### src/rtl/alu_pkg.sv
// alu_pkg: ALUFun codes, datapath widths and the controller state encoding
// shared by the ALU sharing controller and its arbiter.
`default_nettype none

package alu_pkg;

  localparam int ALU_W  = 32;
  localparam int ALU_FW = 6;

  localparam logic [ALU_FW-1:0] FUN_ADD   = 6'b000000;
  localparam logic [ALU_FW-1:0] FUN_SUB   = 6'b000001;
  localparam logic [ALU_FW-1:0] FUN_AND   = 6'b011000;
  localparam logic [ALU_FW-1:0] FUN_OR    = 6'b011110;
  localparam logic [ALU_FW-1:0] FUN_XOR   = 6'b010110;
  localparam logic [ALU_FW-1:0] FUN_NOR   = 6'b010001;
  localparam logic [ALU_FW-1:0] FUN_PASSA = 6'b011010;
  localparam logic [ALU_FW-1:0] FUN_SLL   = 6'b100000;
  localparam logic [ALU_FW-1:0] FUN_SRL   = 6'b100001;
  localparam logic [ALU_FW-1:0] FUN_SRA   = 6'b100011;
  localparam logic [ALU_FW-1:0] FUN_EQ    = 6'b110011;
  localparam logic [ALU_FW-1:0] FUN_NEQ   = 6'b110001;
  localparam logic [ALU_FW-1:0] FUN_LT    = 6'b110101;
  localparam logic [ALU_FW-1:0] FUN_LEZ   = 6'b111101;
  localparam logic [ALU_FW-1:0] FUN_LTZ   = 6'b111011;
  localparam logic [ALU_FW-1:0] FUN_GTZ   = 6'b111111;

  typedef enum logic [1:0] {
    IDLE = 2'd0,
    EXEC = 2'd1,
    RESP = 2'd2
  } state_t;

endpackage

`default_nettype wire

### src/rtl/rr_arb2.sv
// rr_arb2: two-way combinational round-robin pick; ptr chooses the winner
// only when both requesters are valid.
`default_nettype none

module rr_arb2 (
  input  logic v0,
  input  logic v1,
  input  logic ptr,
  output logic grant,
  output logic grant_valid
);

  always_comb begin
    grant_valid = v0 | v1;
    if (v0 && v1) begin
      grant = ptr;
    end else begin
      grant = v1;
    end
  end

endmodule

`default_nettype wire

### src/rtl/alu_share_ctrl.sv
// alu_share_ctrl: time-shares one combinational ALU between two requesters,
// registering operands for a full cycle and returning Z on a valid/ready channel.
`default_nettype none

module alu_share_ctrl
  import alu_pkg::*;
#(
  parameter int W  = ALU_W,
  parameter int FW = ALU_FW
) (
  input  logic          clk,
  input  logic          reset,
  input  logic          r0_valid,
  output logic          r0_ready,
  input  logic [W-1:0]  r0_a,
  input  logic [W-1:0]  r0_b,
  input  logic          r0_sign,
  input  logic [FW-1:0] r0_fun,
  input  logic          r1_valid,
  output logic          r1_ready,
  input  logic [W-1:0]  r1_a,
  input  logic [W-1:0]  r1_b,
  input  logic          r1_sign,
  input  logic [FW-1:0] r1_fun,
  output logic          rsp0_valid,
  output logic          rsp1_valid,
  input  logic          rsp0_ready,
  input  logic          rsp1_ready,
  output logic [W-1:0]  rsp_z,
  output logic [W-1:0]  alu_a,
  output logic [W-1:0]  alu_b,
  output logic          alu_sign,
  output logic [FW-1:0] alu_fun,
  input  logic [W-1:0]  alu_z,
  output logic          busy
);

  state_t state;
  state_t state_nxt;
  logic   ptr;
  logic   grant;
  logic   arb_idx;
  logic   arb_vld;
  logic   accept;

  rr_arb2 u_arb (
    .v0          (r0_valid),
    .v1          (r1_valid),
    .ptr         (ptr),
    .grant       (arb_idx),
    .grant_valid (arb_vld)
  );

  always_ff @(posedge clk or negedge reset) begin
    if (!reset) begin
      state <= IDLE;
    end else begin
      state <= state_nxt;
    end
  end

  always_comb begin
    state_nxt = state;
    case (state)
      IDLE:    if (arb_vld) state_nxt = EXEC;
      EXEC:    state_nxt = RESP;
      RESP:    if (grant ? rsp1_ready : rsp0_ready) state_nxt = IDLE;
      default: state_nxt = IDLE;
    endcase
  end

  // Ready is gated by reset so nothing looks accepted while reset is held.
  always_comb begin
    accept     = (state == IDLE) && arb_vld && reset;
    r0_ready   = accept && !arb_idx;
    r1_ready   = accept && arb_idx;
    rsp0_valid = (state == RESP) && !grant;
    rsp1_valid = (state == RESP) && grant;
    busy       = (state != IDLE);
  end

  always_ff @(posedge clk or negedge reset) begin
    if (!reset) begin
      ptr      <= 1'b0;
      grant    <= 1'b0;
      alu_a    <= '0;
      alu_b    <= '0;
      alu_sign <= 1'b0;
      alu_fun  <= '0;
      rsp_z    <= '0;
    end else begin
      if (accept) begin
        grant    <= arb_idx;
        alu_a    <= arb_idx ? r1_a    : r0_a;
        alu_b    <= arb_idx ? r1_b    : r0_b;
        alu_sign <= arb_idx ? r1_sign : r0_sign;
        alu_fun  <= arb_idx ? r1_fun  : r0_fun;
      end
      if (state == EXEC) begin
        rsp_z <= alu_z;
        ptr   <= ~grant;
      end
    end
  end

endmodule

`default_nettype wire

### config.mk
export PLATFORM = sky130hd
export DESIGN_NAME = alu_share_ctrl
export DESIGN_NICKNAME = d
export VERILOG_FILES = /design/src/rtl/alu_pkg.sv /design/src/rtl/rr_arb2.sv /design/src/rtl/alu_share_ctrl.sv
export SDC_FILE = /design/constraint.sdc
export NUM_CORES = 1
export LEC_CHECK = 0
export CORE_UTILIZATION = 37
export CTS_CLUSTER_SIZE = 24
export DETAILED_ROUTE_END_ITERATION = 6
export GPL_ROUTABILITY_DRIVEN = 0
export PLACE_DENSITY_LB_ADDON = 0.3
export SETUP_SLACK_MARGIN = 0.02
export SYNTH_ARGS = -nofsm -noshare
export SYNTH_HDL_FRONTEND = slang
export SYNTH_SLANG_ARGS = --single-unit
### constraint.sdc
create_clock -name clk -period 1.8 [get_ports clk]
set_input_delay 0.36 -clock clk [delete_from_list [all_inputs] [get_ports clk]]
set_output_delay 0.36 -clock clk [all_outputs]
set_load 0.005 [all_outputs]
==> results.md <==
- Switching Power: approximately 3.5 mW
- Wire length per cell: roughly 20 um
- Instance count of the mapped netlist: 336
- Clock latency on the worst-skew pair: 0.35 ns
- Total power per unit cell area: between 1500 and 2000 nW/um^2
- Most used cells in the layout excluding fill and tap cells: 281 x sky130_fd_sc_hd__clkdlybuf4s50_1, 107 x sky130_fd_sc_hd__dfrtp_1, 71 x sky130_fd_sc_hd__o21a_1, 71 x sky130_fd_sc_hd__a221o_1, 33 x sky130_fd_sc_hd__mux2_2
- CTS H-Tree Depth: 3
- Setup repair after global routing missed its margin: true
- Reg2Reg Setup Slack: roughly 0.070 ns
- Placed standard-cell area: 7650 um^2
- Average instance area after synthesis: 13.8 um^2
- Count of vias placed by the detailed router: 4176
- Worst IR Drop VDD: 0.900 mV
- Number of different library cells in the post-synthesis netlist: 19
- CP Data Arrival Time: 1.45 ns
- Buffers from clock root to sink, at most: 2
- Minimum setup slack after placement: -0.363 ns
- Via count of the first global-routing pass: approximately 4300
- Synth Cell Area: 4650 um^2
- Highest achievable clock rate: between 0.5 and 0.6 GHz
- Cells along the critical path: nor3b_2 > buf_4 > and3_4 > buf_6
- Combinational power share: a little under half
- Kind of start point of the critical path: flip-flop
- Global-route wire length before repair: 23900 um
- Post-detailed-route via-to-cell ratio: 5.28
- Normalized max-slew margin: 51.1%
- Number of max-cap violations: 0
- Chip width: 114 um
- Count of final max-slew check failures: 0
- Register area share after synthesis: 57.6%
- Initial core utilization: 38.4%
- Clock-pin transition on the worst setup and hold timing paths: 0.07 ns
- Crit. End Element: output port
- CTS tree: yes
- Total count of hold-check failures in the final report: 0
- Buffers and inverters on the worst path: 2
- Slew of the pin with the lowest slew margin: 0.733 ns
- Min Tclk post-route: 1.81 ns
- Die height: 114 um
- Number of synthesis warnings: 0
- Setup TNS Final: -0.0101 ns
- P&R area growth vs syn: 72.8%
- Post-route DRC: 0
- Number of core rows: 40
- Hold WS: 0.148 ns
- Fin area: 8030 um^2
- Internal power consumption: 8.73 mW
- Share of layout cells above drive strength 1: 12.7%
- Die area: 13000 um^2
- Largest stage delay on the critical path: 0.41 ns
- Routed wire length: 15600 um
- Io pins: around 290
- Fraction of power spent switching nets: 28.5%
- Final Net Count: 798
- Sinks on Clock Net: 107
- Worst setup path category: reg -> out
- Maximum number of pins on one net before global-route repair: 73
- Class of the tightest hold or removal check: in -> async
- Post-synthesis sequential element count: about 110
- Most common cell after layout, fill and taps aside: sky130_fd_sc_hd__clkdlybuf4s50_1
- Leakage dissipation: 3.29 nW
- Clock tree root buffer cell: sky130_fd_sc_hd__clkbuf_16
- Port-buffer cells: 287
- Status: finished, violations left
- Largest clock skew in the final design: 0.00577 ns
- GRT Residual Overflow: 0
- Mapped Nets: 516
- Number of setup violations in the final report: 1
- Critical Path Slowest Stage Cell: sky130_fd_sc_hd__dfrtp_1
- Share of total power in the clock network: between 15 and 20%
- Overall fraction of global-route tracks in use: approximately a quarter
- Final worst path period share: 101%
- Data required time at the worst endpoint: 1.44 ns
- Initial antenna violation count: 0
- Area of the core: ~12000 um^2
- Worst-case setup margin in the final layout: -0.0101 ns
- CP max FO: 3
- Number of buffers added by the clock tree synthesis step: 9
- Flop pwr share: approximately 35%
- Antenna violation net count after detailed routing: 0
- Placed wire-length estimate after detailed placement: 11000 um
- DR iter-0 viols: approximately 280
- Kind of cell adding the most delay to the critical path: simple AND/OR/NAND/NOR gates
- Antenna diode instance count: 0
- DR pass1 iterations: 4
- Core Util, Final: between 60% and 70%
- Violations in the final reports: setup timing
[power by group through the flow]
| stage | clock network, mW | registers [mW] | logic, mW |
|---|---|---|---|
| CTS | 2.21 | 4.23 | 5.89 |
| floorplan | 0 | 4.29 | 2.51 |
| global placement | 0 | 4.19 | 5.68 |
| global route | 2.28 | 4.37 | 6.28 |
| finish | 2.14 | 4.23 | 5.84 |
| detailed placement | 0 | 4.26 | 5.84 |
[sequential cells by signal, indices dropped and copies added (netlist names)]
name and flops:
alu_sign 1, grant 1, ptr 1, alu_fun 6
state 2, alu_a 32, rsp_z 32, alu_b 32
[synthesized netlist by cell type, drive strengths merged]
master	count	share of area [%]
nand2	2	0.16
dfrtp	107	58
and3	2	0.27
mux2	33	8.0
or2	1	0.13
nor2	4	0.32
nand2b	2	0.27
o21ai	3	0.32
or2b	1	0.16
a21o	1	0.16
nor3b	1	0.16
inv	1	0.081
a221o	71	15
or3b	1	0.19
o21a	71	11
buf	34	5.3
clkbuf	1	0.081
[repair_timing]
item / in CTS / in global routing
endpoints found under the setup margin: 77 / 76
hold buffers: 1 / 0
endpoints found under the hold margin: 4 / 0
pin swaps: 2 / 0
resized for setup: 26 / 6
setup buffers: 3 / 0
[worst paths after layout]
| path | startpoint | end | depth (start not counted) |
|---|---|---|---|
| max | state[0] | r1_ready | 4 |
| max reg2reg | state[0] | alu_b[9] | 5 |
| min | reset | rsp_z[31] | 2 |
| min in group clk | rsp_z[22] | rsp_z[22] | 1 |
| max in group asynchronous | reset | alu_a[16] | 3 |
| min reg2reg | rsp_z[22] | rsp_z[22] | 1 |
[kinds of logic after synthesis]
logic type,share of synthesized area (%)
AO/OA/AOI/OAI,27.2
AND/OR/NAND/NOR,1.67
flip-flops,57.6
multiplexers,8.00
buffers and inverters,5.47
[layout make-up]
class	count	area [um^2]
Timing Repair Buffer	306	3070
Tap cell	168	210
Multi-Input combinational cell	193	1740
Inverter	1	3.75
Sequential cell	107	2680
Clock buffer	10	239
Fill cell	944	4080
Clock inverter	6	88.8
[layer usage]
layer,global-route usage (%),share of wire [%]
met5,0,0
met4,10.3,2.6
met3,5.93,6.6
met2,40.6,51
met1,29.0,40
[stage by stage]
step | power, mW | instances
5_1_grt | 12.9 | 791
3_5_place_dp | 10.1 | 771
6_report | 12.2 | 791
3_3_place_gp | 9.87 | 771
2_1_floorplan | 6.80 | 336
4_1_cts | 12.3 | 791
No activity file was read; power rests on OpenSTA's default activity.
